### src/rtl/pwm_shadow_core.sv
// Purpose : counter/comparator PWM with shadowed period/duty applied glitch-free at period wrap.
// Latency : pwm_out/pwm_out_l/period_tick are registered, one clk after the counter value that produced them.
// Backpressure: none; upd_strobe is always accepted, and a newer strobe overwrites an unapplied one.
//
// Ports:
//   clk, rst_n              PWM domain clock, async active-low reset
//   enable                  run enable (level); low holds counter at 0 and forces outputs low
//   upd_strobe              single-cycle capture request for period_in/duty_in
//   period_in, duty_in      new period (minus one) and high-time, stable while upd_strobe is high
//   pwm_out, pwm_out_l      registered high-side / complementary outputs
//   period_tick             one-cycle pulse the cycle after the wrap cycle
//   upd_pending             shadow values waiting for a period boundary
//   cnt_out                 current counter value
//
// Build option: define PWM_DEADTIME_EN to insert DEAD cycles of both-low dead time
// around every edge of the raw compare result.
module pwm_shadow_core #(
    parameter int WIDTH = 16,
    parameter int DEAD  = 4
) (
    input  logic             clk,
    input  logic             rst_n,
    input  logic             enable,
    input  logic             upd_strobe,
    input  logic [WIDTH-1:0] period_in,
    input  logic [WIDTH-1:0] duty_in,
    output logic             pwm_out,
    output logic             pwm_out_l,
    output logic             period_tick,
    output logic             upd_pending,
    output logic [WIDTH-1:0] cnt_out
);

    // The dead counter is 8 bits wide; reject out-of-range settings at elaboration.
    if ((DEAD < 1) || (DEAD > 255)) begin : g_dead_range
        $error("pwm_shadow_core: DEAD must be in 1..255");
    end

    logic [WIDTH-1:0] r_cnt;
    logic [WIDTH-1:0] r_period_act;
    logic [WIDTH-1:0] r_duty_act;
    logic [WIDTH-1:0] r_period_shd;
    logic [WIDTH-1:0] r_duty_shd;
    logic             r_upd_pending;
    logic             r_period_tick;
    logic             r_pwm;
    logic             r_pwm_l;

    logic             w_wrap;
    logic             w_apply;
    logic             w_cmp;

    assign w_wrap  = (r_cnt == r_period_act);
    // While disabled there is no waveform to protect, so pending values go live at once.
    assign w_apply = r_upd_pending & (~enable | w_wrap);
    assign w_cmp   = (r_cnt < r_duty_act);

    // Shadow capture and apply. A strobe coinciding with an apply lands in the shadow
    // registers after the old shadow contents have been copied, so pending stays set.
    always_ff @(posedge clk or negedge rst_n) begin
        if (!rst_n) begin
            r_period_shd  <= '0;
            r_duty_shd    <= '0;
            r_period_act  <= '0;
            r_duty_act    <= '0;
            r_upd_pending <= 1'b0;
        end else begin
            if (upd_strobe) begin
                r_period_shd <= period_in;
                r_duty_shd   <= duty_in;
            end
            if (w_apply) begin
                r_period_act <= r_period_shd;
                r_duty_act   <= r_duty_shd;
            end
            if (upd_strobe) begin
                r_upd_pending <= 1'b1;
            end else if (w_apply) begin
                r_upd_pending <= 1'b0;
            end
        end
    end

    // Counter never exceeds period_act, so the increment cannot overflow WIDTH bits.
    always_ff @(posedge clk or negedge rst_n) begin
        if (!rst_n) begin
            r_cnt         <= '0;
            r_period_tick <= 1'b0;
        end else begin
            r_period_tick <= enable & w_wrap;
            if (!enable || w_wrap) begin
                r_cnt <= '0;
            end else begin
                r_cnt <= r_cnt + WIDTH'(1);
            end
        end
    end

`ifdef PWM_DEADTIME_EN
    logic [7:0] r_dead;
    logic       r_cmp_q;
    logic [7:0] w_dead_nxt;
    logic       w_edge;

    assign w_edge = (w_cmp != r_cmp_q);

    // Any edge of the raw compare (re)loads the dead counter; outputs stay low until it drains.
    always_comb begin
        w_dead_nxt = r_dead;
        if (w_edge) begin
            w_dead_nxt = 8'(DEAD);
        end else if (r_dead != 8'd0) begin
            w_dead_nxt = r_dead - 8'd1;
        end
    end

    always_ff @(posedge clk or negedge rst_n) begin
        if (!rst_n) begin
            r_dead  <= 8'd0;
            r_cmp_q <= 1'b0;
            r_pwm   <= 1'b0;
            r_pwm_l <= 1'b0;
        end else if (!enable) begin
            r_dead  <= 8'd0;
            r_cmp_q <= 1'b0;
            r_pwm   <= 1'b0;
            r_pwm_l <= 1'b0;
        end else begin
            r_dead  <= w_dead_nxt;
            r_cmp_q <= w_cmp;
            r_pwm   <= w_cmp & (w_dead_nxt == 8'd0);
            r_pwm_l <= ~w_cmp & (w_dead_nxt == 8'd0);
        end
    end
`else
    always_ff @(posedge clk or negedge rst_n) begin
        if (!rst_n) begin
            r_pwm   <= 1'b0;
            r_pwm_l <= 1'b0;
        end else begin
            r_pwm   <= enable & w_cmp;
            r_pwm_l <= enable & ~w_cmp;
        end
    end
`endif

    assign pwm_out     = r_pwm;
    assign pwm_out_l   = r_pwm_l;
    assign period_tick = r_period_tick;
    assign upd_pending = r_upd_pending;
    assign cnt_out     = r_cnt;

endmodule

### config.mk
export PLATFORM = sky130hd
export DESIGN_NAME = pwm_shadow_core
export DESIGN_NICKNAME = d
export VERILOG_FILES = /design/src/rtl/pwm_shadow_core.sv
export SDC_FILE = /design/constraint.sdc
export NUM_CORES = 1
export LEC_CHECK = 0
export ABC_CLOCK_PERIOD_IN_PS = 4290
export CORE_UTILIZATION = 35
export DETAILED_ROUTE_END_ITERATION = 10
export SYNTH_ARGS = -nofsm -noshare
export SYNTH_HDL_FRONTEND = slang
export SYNTH_SLANG_ARGS = --single-unit
### constraint.sdc
create_clock -name clk -period 4.29 [get_ports clk]
set_clock_uncertainty 0.2 [all_clocks]
set_input_delay 0.429 -clock clk [delete_from_list [all_inputs] [get_ports clk]]
set_output_delay 0.429 -clock clk [all_outputs]
set_load 0.05 [all_outputs]
==> out/qor.csv, run 1 <==
stage;metric;value;unit
die;num rows;38;
final_layout;Util after Layout;44.6;%
clock_network;Bufs on Longest Clock Path;2;
clock_network;Worst-Skew Late Latency;0.35;ns
drt;DRC viols;0;
setup_path;Worst Setup End Kind;flop;
sta;Setup TNS;0;ns
sta;max frequency;381;MHz
drt;Iter 0 DRT Violations;61;
drt;Via density;4.62;
sta;max-slew violation count;0;
drt;DR vias;2286;
die;Die X;108;µm
grt;first-pass GRT wire length;12400;µm
clock_network;H-tree Lvls;3;
setup_path;critical path fanouts, max;32;
setup_path;Setup CP Type;reg -> reg;
final_layout;n_diodes;0;
drt;antenna-violating nets left;0;
setup_path;crit-path cells;xnor2_1, nand4_1, o41ai_4, nand2_4, mux2_4;
logic_synthesis;Yosys reg bits;84;
clock_network;CTS buffer count;9;
logic_synthesis;Synth top area share;53.7;%
sta;RSZ-0062 raised after global routing;false;
final_layout;Layout area overhead;24.0;%
setup_path;cell family with the largest share of critical-path delay;simple AND/OR/NAND/NOR gates;
final_layout;Filler Cells Inserted;996;
logic_synthesis;synth cell count leaders;84 x dfrtp_1, 34 x mux2_2, 30 x mux2_4, 22 x xnor2_1, 20 x inv_1;
logic_synthesis;Avg Synthesized Cell Area;13.5;µm²
grt;largest net degree at the start of global routing;85;
final_layout;fin nets;403;
logic_synthesis;largest cells by area after synthesis;dfrtp_1 54%, mux2_4 11%, mux2_2 9.8%;
logic_synthesis;sequential-to-total area share from yosys stat;53.7;%
sta;Final Critical Period;2.62;ns
clock_network;post-cts resize count;0;
drt;Avg WL per Cell;14.9;µm
logic_synthesis;Post-Syn Area;0.00392;mm²
grt;initial antenna violation count;0;
grt;grt ovf;0;
clock_network;Worst-path clk slew;0.08;ns
clock_network;clock sink count;84;
sta;fin crit share;61.2;%
setup_path;Buf/Inv on CP;0;
clock_network;CTS tree;done;
logic_synthesis;Post-synth top flop;dfrtp_1;
setup_path;Worst Path Arrival;2.65;ns
die;Starting Density;36.0;%
drt;DR pass1 iterations;4;
grt;vias in the first global route;2400;
logic_synthesis;Cells after Synth;291;
drt;total wire length;7380;µm
clock_network;setup repair bufs after CTS;0;
place;IO Port Bufs;55;
power;leakage power;2.20;nW
place;routability cong.;0.831;
logic_synthesis;Mapped Nets;343;
sta;Max transition margin;31.9;%
logic_synthesis;FFs w/ async S/R, synth;100;%
place;HPWL Detailed;5270;µm
die;Core Area;0.0109;mm²
final_layout;register area;0.00210;mm²
sta;final hold violations;0;
outcome;status;finished clean;
final_layout;fraction of layout cells with a size suffix above 1;23.4;%
sta;Worst-Margin Slew;1.02;ns
setup_path;slowest stage cell, crit path;dfrtp_1;
clock_network;Clk Tree Root Cell;clkbuf_8;
logic_synthesis;yosys warns;0;
job;Max Cap Viol;0;
die;Vert. Die Dim;108;µm
sta;final setup fails;0;
logic_synthesis;biggest area consumer among synthesized cells;dfrtp_1;
logic_synthesis;Synth cell types;31;
setup_path;Max stage delay on crit path;0.49;ns
final_layout;area of the multi-input gates;0.00169;mm²
power;power per cell area;407;mW/mm²
logic_synthesis;top-count cell post-synth;dfrtp_1;
setup_path;Startpoint Class;flop;
setup_path;Worst EP required;4.31;ns
die;die area;0.0116;mm²
worst_hold_path;Min-Delay Path Class;in -> async;
die;I/O pin total;56;
power;Max rail drop VDD;0.000199;V
grt;GRT Util Overall;14.1;%
logic_synthesis;number of synthesized flops with an enable pin;0;
clock_network;Hold-fix buffers, CTS;0;
registers in the layout, indices dropped and copies added, names as in the netlist:
| name | cells |
|---|---|
| cnt_out | 16 |
| r_period_shd | 16 |
| r_period_act | 16 |
| pwm_out | 1 |
| r_duty_act | 16 |
| period_tick | 1 |
| pwm_out_l | 1 |
| r_duty_shd | 16 |
| upd_pending | 1 |
final cells by class:
type / count / area share, %
Clock buffer: 10 / 2.63
Clock inverter: 5 / 2.58
Inverter: 20 / 1.55
Multi-Input combinational cell: 179 / 34.8
Sequential cell: 84 / 43.3
Tap cell: 140 / 3.61
Timing Repair Buffer: 57 / 11.6
cell usage in the layout, fill, tap and decap left out, drive strengths merged, types with 7 or more instances in the layout:
master,count
nor2,17
dfrtp,84
nand4,9
nand2,9
xor2,7
mux2,64
ha,16
clkbuf,10
clkdlybuf4s50,54
inv,20
xnor2,22
a21oi,7
metrics by stage:
step,total power [W],area (µm²),std cells,setup slack [ns],hold WS [ns]
after floorplan,0.00118,3920,291,1.72,-0.0666
after global placement,0.00128,4600,480,1.73,0.289
after detailed placement,0.00129,4600,480,1.65,0.291
after CTS,0.00200,4860,495,1.64,0.105
after global routing,0.00208,4860,495,1.52,0.131
final,0.00198,4860,495,1.67,0.0486
report_power, final:
| part | total [W] | switching (W) | internal [W] | leakage [nW] |
|---|---|---|---|---|
| Sequential | 0.000950 | 0.0000647 | 0.000885 | 1.02 |
| Combinational | 0.000315 | 0.000126 | 0.000190 | 1.05 |
| Clock | 0.000710 | 0.000269 | 0.000442 | 0.126 |
worst paths after layout:
check,start,endpoint,slack (ns),cells after the start
max,cnt_out[2],r_period_act[13],1.67,5
min,rst_n,r_duty_shd[2],0.05,1
max reg2reg,cnt_out[2],r_period_act[13],1.67,5
min reg2reg,r_duty_shd[8],r_duty_act[8],0.30,1
max in group asynchronous,rst_n,period_tick,3.17,1
min in group clk,r_duty_shd[8],r_duty_act[8],0.30,1
logic make-up after synthesis:
| logic type | share of synthesized area [%] |
|---|---|
| flip-flops | 53.7 |
| multiplexers | 21.3 |
| AND/OR/NAND/NOR | 6.93 |
| XOR/XNOR | 6.48 |
| buffers and inverters | 3.26 |
| AO/OA/AOI/OAI | 3.29 |
| adder cells (fa/ha/maj) | 5.11 |
metal layers:
metal / vias to the layer above / routed length (µm) / global-route usage, %
met5: - / 0 / 0
met4: 0 / 77 / 4.40
met3: 10 / 297 / 3.33
met2: 46 / 3360 / 21.7
met1: 1112 / 3640 / 19.7
li1: 1118 / - / -
Note: power is estimated with default switching activity, not from simulation.
==> run 2, diff against run 1 <==
--- a/config.mk
+++ b/config.mk
@@ -5,7 +5,7 @@
 export SDC_FILE = /design/constraint.sdc
 export NUM_CORES = 1
 export LEC_CHECK = 0
-export ABC_CLOCK_PERIOD_IN_PS = 4290
+export ABC_CLOCK_PERIOD_IN_PS = 2250
 export CORE_UTILIZATION = 35
 export DETAILED_ROUTE_END_ITERATION = 10
 export SYNTH_ARGS = -nofsm -noshare
==> constraint.sdc (replaced) <==
create_clock -name clk -period 2.25 [get_ports clk]
set_clock_uncertainty 0.2 [all_clocks]
set_input_delay 0.225 -clock clk [delete_from_list [all_inputs] [get_ports clk]]
set_output_delay 0.225 -clock clk [all_outputs]
set_load 0.05 [all_outputs]
==> out/qor.csv, run 2 (same netlist as run 1, synthesis figures left out) <==
stage;metric;value;unit
grt;GRT Max-Usage Layer;met2;
setup_path;Startpoint Class;flop;
grt;first-pass GRT wire length;12800;µm
final_layout;fraction of layout cells with a size suffix above 1;32.9;%
power;combinational share of power;18.2;%
grt;Global Route met2 Usage;21.8;%
drt;Via density;4.63;
setup_path;Setup CP Type;reg -> reg;
clock_network;Bufs on Longest Clock Path;2;
power;Max rail drop VDD;0.000347;V
place;placed inst area;0.00483;mm²
die;Core Area;0.0109;mm²
sta;Setup TNS;0;ns
drt;antenna-violating nets left;0;
grt;GRT Util Overall;14.7;%
setup_path;Worst Path Arrival;2.23;ns
grt;grt ovf;0;
job;Max Cap Viol;0;
grt;initial antenna violation count;0;
power;clock share of power;30.7;%
power;leakage power;2.30;nW
final_layout;commonest non-fill, non-tap cell in the layout;dfrtp_1;
clock_network;Clk Tree Root Cell;clkbuf_8;
grt;largest net degree at the start of global routing;37;
clock_network;CTS tree;done;
sta;final setup fails;0;
grt;vias in the first global route;2447;
final_layout;n_diodes;0;
die;Die X;108;µm
setup_path;Worst R2R End;r_duty_act[12];
setup_path;Reg2Reg Setup Slack;0.04;ns
clock_network;clock sink count;84;
grt;GR Util met1;21.1;%
setup_path;reg2reg path depth;6;
final_layout;fin nets;427;
sta;Worst-Margin Slew;0.530;ns
final_layout;post-route cell area;0.00508;mm²
sta;max frequency;453;MHz
die;I/O pin total;56;
sta;Final Critical Period;2.21;ns
sta;RSZ-0062 raised after global routing;true;
sta;fin crit share;98.1;%
final_layout;Util after Layout;46.7;%
final_layout;Layout area overhead;29.7;%
setup_path;Max stage delay on crit path;0.47;ns
die;die area;0.0116;mm²
die;num rows;38;
clock_network;Worst-path clk slew;0.08;ns
place;routability cong.;0.800;
drt;Iter 0 DRT Violations;94;
worst_hold_path;Min-Delay Path Class;in -> async;
power;Net Sw Frac;24.9;%
sta;Hold Slack;0.157;ns
place;Cells after DPL;501;
drt;DR vias;2406;
power;Flop pwr share;51.1;%
setup_path;Worst EP required;2.27;ns
drt;DR pass1 iterations;5;
power;power per cell area;696;mW/mm²
drt;Avg WL per Cell;14.9;µm
setup_path;cell family with the largest share of critical-path delay;compound AO/OA/AOI/OAI gates;
clock_network;CTS buffer count;9;
final_layout;most frequent cells in the layout;68 x dfrtp_1, 54 x clkdlybuf4s50_1, 34 x mux2_2;
setup_path;reg-to-reg startpoint;cnt_out[10];
power;net switching power;0.000882;W
setup_path;crit-path cells;xnor2_2, nand4_1, o41ai_4, nand2_4, buf_12, mux2_4;
setup_path;Worst Setup End Kind;flop;
die;Starting Density;36.0;%
place;IO Port Bufs;55;
drt;DRC viols;0;
sta;Max transition margin;64.6;%
power;cell internal pwr;0.00266;W
sta;max-slew violation count;0;
setup_path;Buf/Inv on CP;1;
setup_path;slowest stage cell, crit path;o41ai_4;
clock_network;Worst-Skew Late Latency;0.34;ns
clock_network;H-tree Lvls;3;
die;Vert. Die Dim;108;µm
grt;met3 usage;4.06;%
sta;final hold violations;0;
final_layout;Post-Layout Cell Count;520;
place;HPWL Detailed;5850;µm
setup_path;critical path fanouts, max;20;
outcome;status;finished clean;
drt;total wire length;7770;µm
-- run 2: changes by cell type in the layout (fill, tap and decap cells not counted), sizes merged --
cell / change
buf: +23
clkinvlp: +2
dlygate4sd3: +1
bufinv: -3
clkbuf: +3
clkinv: -1
-- run 2: metrics by stage --
| step | power (W) | setup WS [ns] |
|---|---|---|
| after floorplan | 0.00224 | -0.140 |
| after global placement | 0.00246 | -0.0143 |
| after detailed placement | 0.00248 | -0.0675 |
| after CTS | 0.00360 | 0.0186 |
| after global routing | 0.00373 | -0.0431 |
| final | 0.00354 | 0.0432 |
-- run 2: what timing repair did --
| action | CTS | global route |
|---|---|---|
| hold buffers | 1 | 0 |
| gates cloned | 0 | 0 |
| endpoints found under the setup margin | 32 | 29 |
| endpoints found under the hold margin | 67 | 0 |
| buffers inserted | 1 | 1 |
| pin swaps | 4 | 2 |
| resized for setup | 3 | 0 |
-- run 2: cell type report --
class | count | area [µm²]
Inverter | 20 | 75.1
Timing Repair Buffer | 81 | 796
Sequential cell | 84 | 2120
Fill cell | 994 | 5810
Clock inverter | 3 | 45.0
Multi-Input combinational cell | 179 | 1710
Clock buffer | 13 | 159
Tap cell | 140 | 175
-- run 2: power groups by stage --
stage	Combinational (W)	Sequential (W)	Clock, W
final	0.000643	0.00181	0.00109
after global routing	0.000707	0.00183	0.00119
after global placement	0.000626	0.00184	0
after detailed placement	0.000642	0.00184	0
after floorplan	0.000420	0.00182	0
after CTS	0.000657	0.00181	0.00113
-- run 2: per-layer routing --
metal | vias to the layer above | part of all wire, %
met3 | 5 | 4.8
li1 | 1162 | -
met5 | - | 0
met2 | 52 | 45
met4 | 0 | 0.90
met1 | 1187 | 49
-- run 2: worst max-delay path by stage --
| stage | cells after the start | to | slack [ns] | from |
|---|---|---|---|---|
| after floorplan | 6 | r_duty_act[0] | -0.14 | cnt_out[8] |
| after global placement | 6 | r_duty_act[9] | -0.01 | cnt_out[4] |
| after detailed placement | 6 | r_period_act[2] | -0.07 | cnt_out[4] |
| after CTS | 6 | r_period_act[2] | 0.02 | r_period_act[10] |
| after global routing | 6 | r_duty_act[12] | -0.04 | cnt_out[10] |
| final | 6 | r_duty_act[12] | 0.04 | cnt_out[10] |
==> run 3, diff against run 2 <==
--- a/config.mk
+++ b/config.mk
@@ -6,8 +6,11 @@
 export NUM_CORES = 1
 export LEC_CHECK = 0
 export ABC_CLOCK_PERIOD_IN_PS = 2250
-export CORE_UTILIZATION = 35
+export CELL_PAD_IN_SITES_DETAIL_PLACEMENT = 1
+export CELL_PAD_IN_SITES_GLOBAL_PLACEMENT = 2
+export CORE_UTILIZATION = 34
 export DETAILED_ROUTE_END_ITERATION = 10
+export PLACE_DENSITY_LB_ADDON = 0.1
 export SYNTH_ARGS = -nofsm -noshare
 export SYNTH_HDL_FRONTEND = slang
 export SYNTH_SLANG_ARGS = --single-unit
==> out/qor.csv, run 3 (same netlist as run 1, synthesis figures left out) <==
stage;metric;value;unit
outcome;status;finished clean;
setup_path;Worst R2R End;r_period_act[8];
clock_network;Worst-Skew Late Latency;0.35;ns
die;Starting Density;35.5;%
setup_path;Worst Setup End Kind;flop;
clock_network;clock sink count;84;
clock_network;H-tree Lvls;3;
final_layout;post-route cell area;0.00517;mm²
clock_network;Clk Tree Root Cell;clkbuf_16;
final_layout;Post-Layout Cell Count;521;
die;num rows;38;
setup_path;critical path fanouts, max;17;
final_layout;n_diodes;0;
setup_path;Setup CP Type;reg -> reg;
die;Vert. Die Dim;109;µm
final_layout;commonest non-fill, non-tap cell in the layout;dfrtp_1;
power;Max rail drop VDD;0.000585;V
drt;antenna-violating nets left;0;
die;Core Area;0.0110;mm²
setup_path;reg-to-reg startpoint;r_period_act[2];
place;Cells after DPL;501;
power;Final Total Pwr;0.00385;W
final_layout;most frequent cells in the layout;68 x dfrtp_1, 54 x clkdlybuf4s50_1, 34 x mux2_2;
drt;met1 WL;4260;µm
drt;DR vias;2486;
drt;Avg WL per Cell;17.4;µm
grt;initial antenna violation count;0;
sta;RSZ-0062 raised after global routing;true;
grt;grt ovf;0;
drt;DR pass1 iterations;4;
setup_path;Worst Path Arrival;2.21;ns
sta;fin crit share;97.2;%
sta;max-slew violation count;0;
clock_network;Worst-path clk slew;0.06;ns
setup_path;Startpoint Class;flop;
grt;first-pass GRT wire length;14800;µm
clock_network;CTS buffer count;9;
sta;max frequency;457;MHz
die;Die X;109;µm
grt;GRT Util Overall;17.2;%
drt;total wire length;9040;µm
setup_path;Worst EP required;2.28;ns
sta;Max transition margin;65.8;%
sta;Setup TNS;0;ns
place;HPWL Detailed;6670;µm
place;routability cong.;0.815;
setup_path;reg2reg path depth;6;
setup_path;CP startpoint;r_period_act[2];
clock_network;Bufs on Longest Clock Path;2;
sta;Worst-Margin Slew;0.511;ns
power;power per cell area;745;mW/mm²
clock_network;CTS tree;done;
sta;Final Critical Period;2.19;ns
setup_path;Reg2Reg Setup Slack;0.06;ns
final_layout;Layout area overhead;32.0;%
die;die area;0.0120;mm²
final_layout;Util after Layout;46.9;%
drt;Via density;4.77;
setup_path;Setup crit end;r_period_act[8];
final_layout;fin nets;428;
place;placed inst area;0.00483;mm²
drt;Top Metal Used;met4;
drt;Iter 0 DRT Violations;90;
worst_hold_path;Min-Delay Path Class;in -> async;
final_layout;fraction of layout cells with a size suffix above 1;33.3;%
sta;final setup fails;0;
drt;routed wl met2;4250;µm
grt;vias in the first global route;2698;
grt;largest net degree at the start of global routing;37;
power;leakage power;2.35;nW
final_layout;Filler Cells Inserted;1157;
place;IO Port Bufs;55;
drt;DRC viols;0;
drt;WL met3;415;µm
die;I/O pin total;56;
sta;final hold violations;0;
job;Max Cap Viol;0;
==> run 3: cell count changes in the layout (fill, tap and decap cells not counted), sizes merged <==
cell and change:
clkinv +2, bufinv -1, buf +1, clkbuf +1, clkinvlp -2
==> run 3: area by class of cell <==
cell class / instances / area (µm²) / area share [%]
timing repair buffer: 82 / 803 / 15.5
clock inverter: 2 / 10.0 / 0.194
tap: 140 / 175 / 3.39
clock buffer: 14 / 264 / 5.10
multi-input combinational: 179 / 1720 / 33.3
inverter: 20 / 75.1 / 1.45
sequential: 84 / 2120 / 41.0
==> run 3: how the worst min path moves through the flow <==
stage,start,to,slack [ns],cells after the start
global route,rst_n,r_period_shd[12],0.24,2
floorplan,rst_n,cnt_out[0],-0.27,0
finish,rst_n,r_period_shd[12],0.19,2
detailed placement,rst_n,r_period_act[12],0.03,1
CTS,rst_n,r_period_act[12],0.20,2
global placement,rst_n,r_period_shd[12],0.03,1
==> run 3: worst max-delay path, cell delays in order (launching register included) <==
cell and delay, ns:
dfrtp_1 0.41, xnor2_2 0.18, nand4_1 0.21, o41ai_4 0.45, nand2_4 0.12, buf_12 0.19, mux2_4 0.31
==> run 3: what timing repair did <==
action / in CTS / in global routing
cloned: 0 / 0
hold buffers: 1 / 0
gates resized for setup: 2 / 3
endpoints found under the setup margin: 17 / 34
pin swaps: 2 / 5
setup buffers: 1 / 2
endpoints found under the hold margin: 34 / 0
==> run 3: stage by stage <==
step                hold WS, ns  setup slack, ns
floorplan                -0.271           -0.140
global placement         0.0320           0.0152
detailed placement       0.0343         -0.00781
CTS                       0.200         -0.00553
global route              0.242          -0.0336
finish                    0.190           0.0621
==> run 3: layer usage <==
layer | GRT usage [%] | vias to the layer above
li1 | - | 1170
met1 | 22.9 | 1261
met2 | 26.8 | 47
met3 | 5.22 | 8
met4 | 5.71 | 0
met5 | 0 | -
==> run 3: power breakdown <==
part / switching (W) / internal, W / leakage [nW]
Sequential: 0.000129 / 0.00169 / 0.996
Combinational: 0.000256 / 0.000397 / 1.22
Clock: 0.000575 / 0.000805 / 0.137
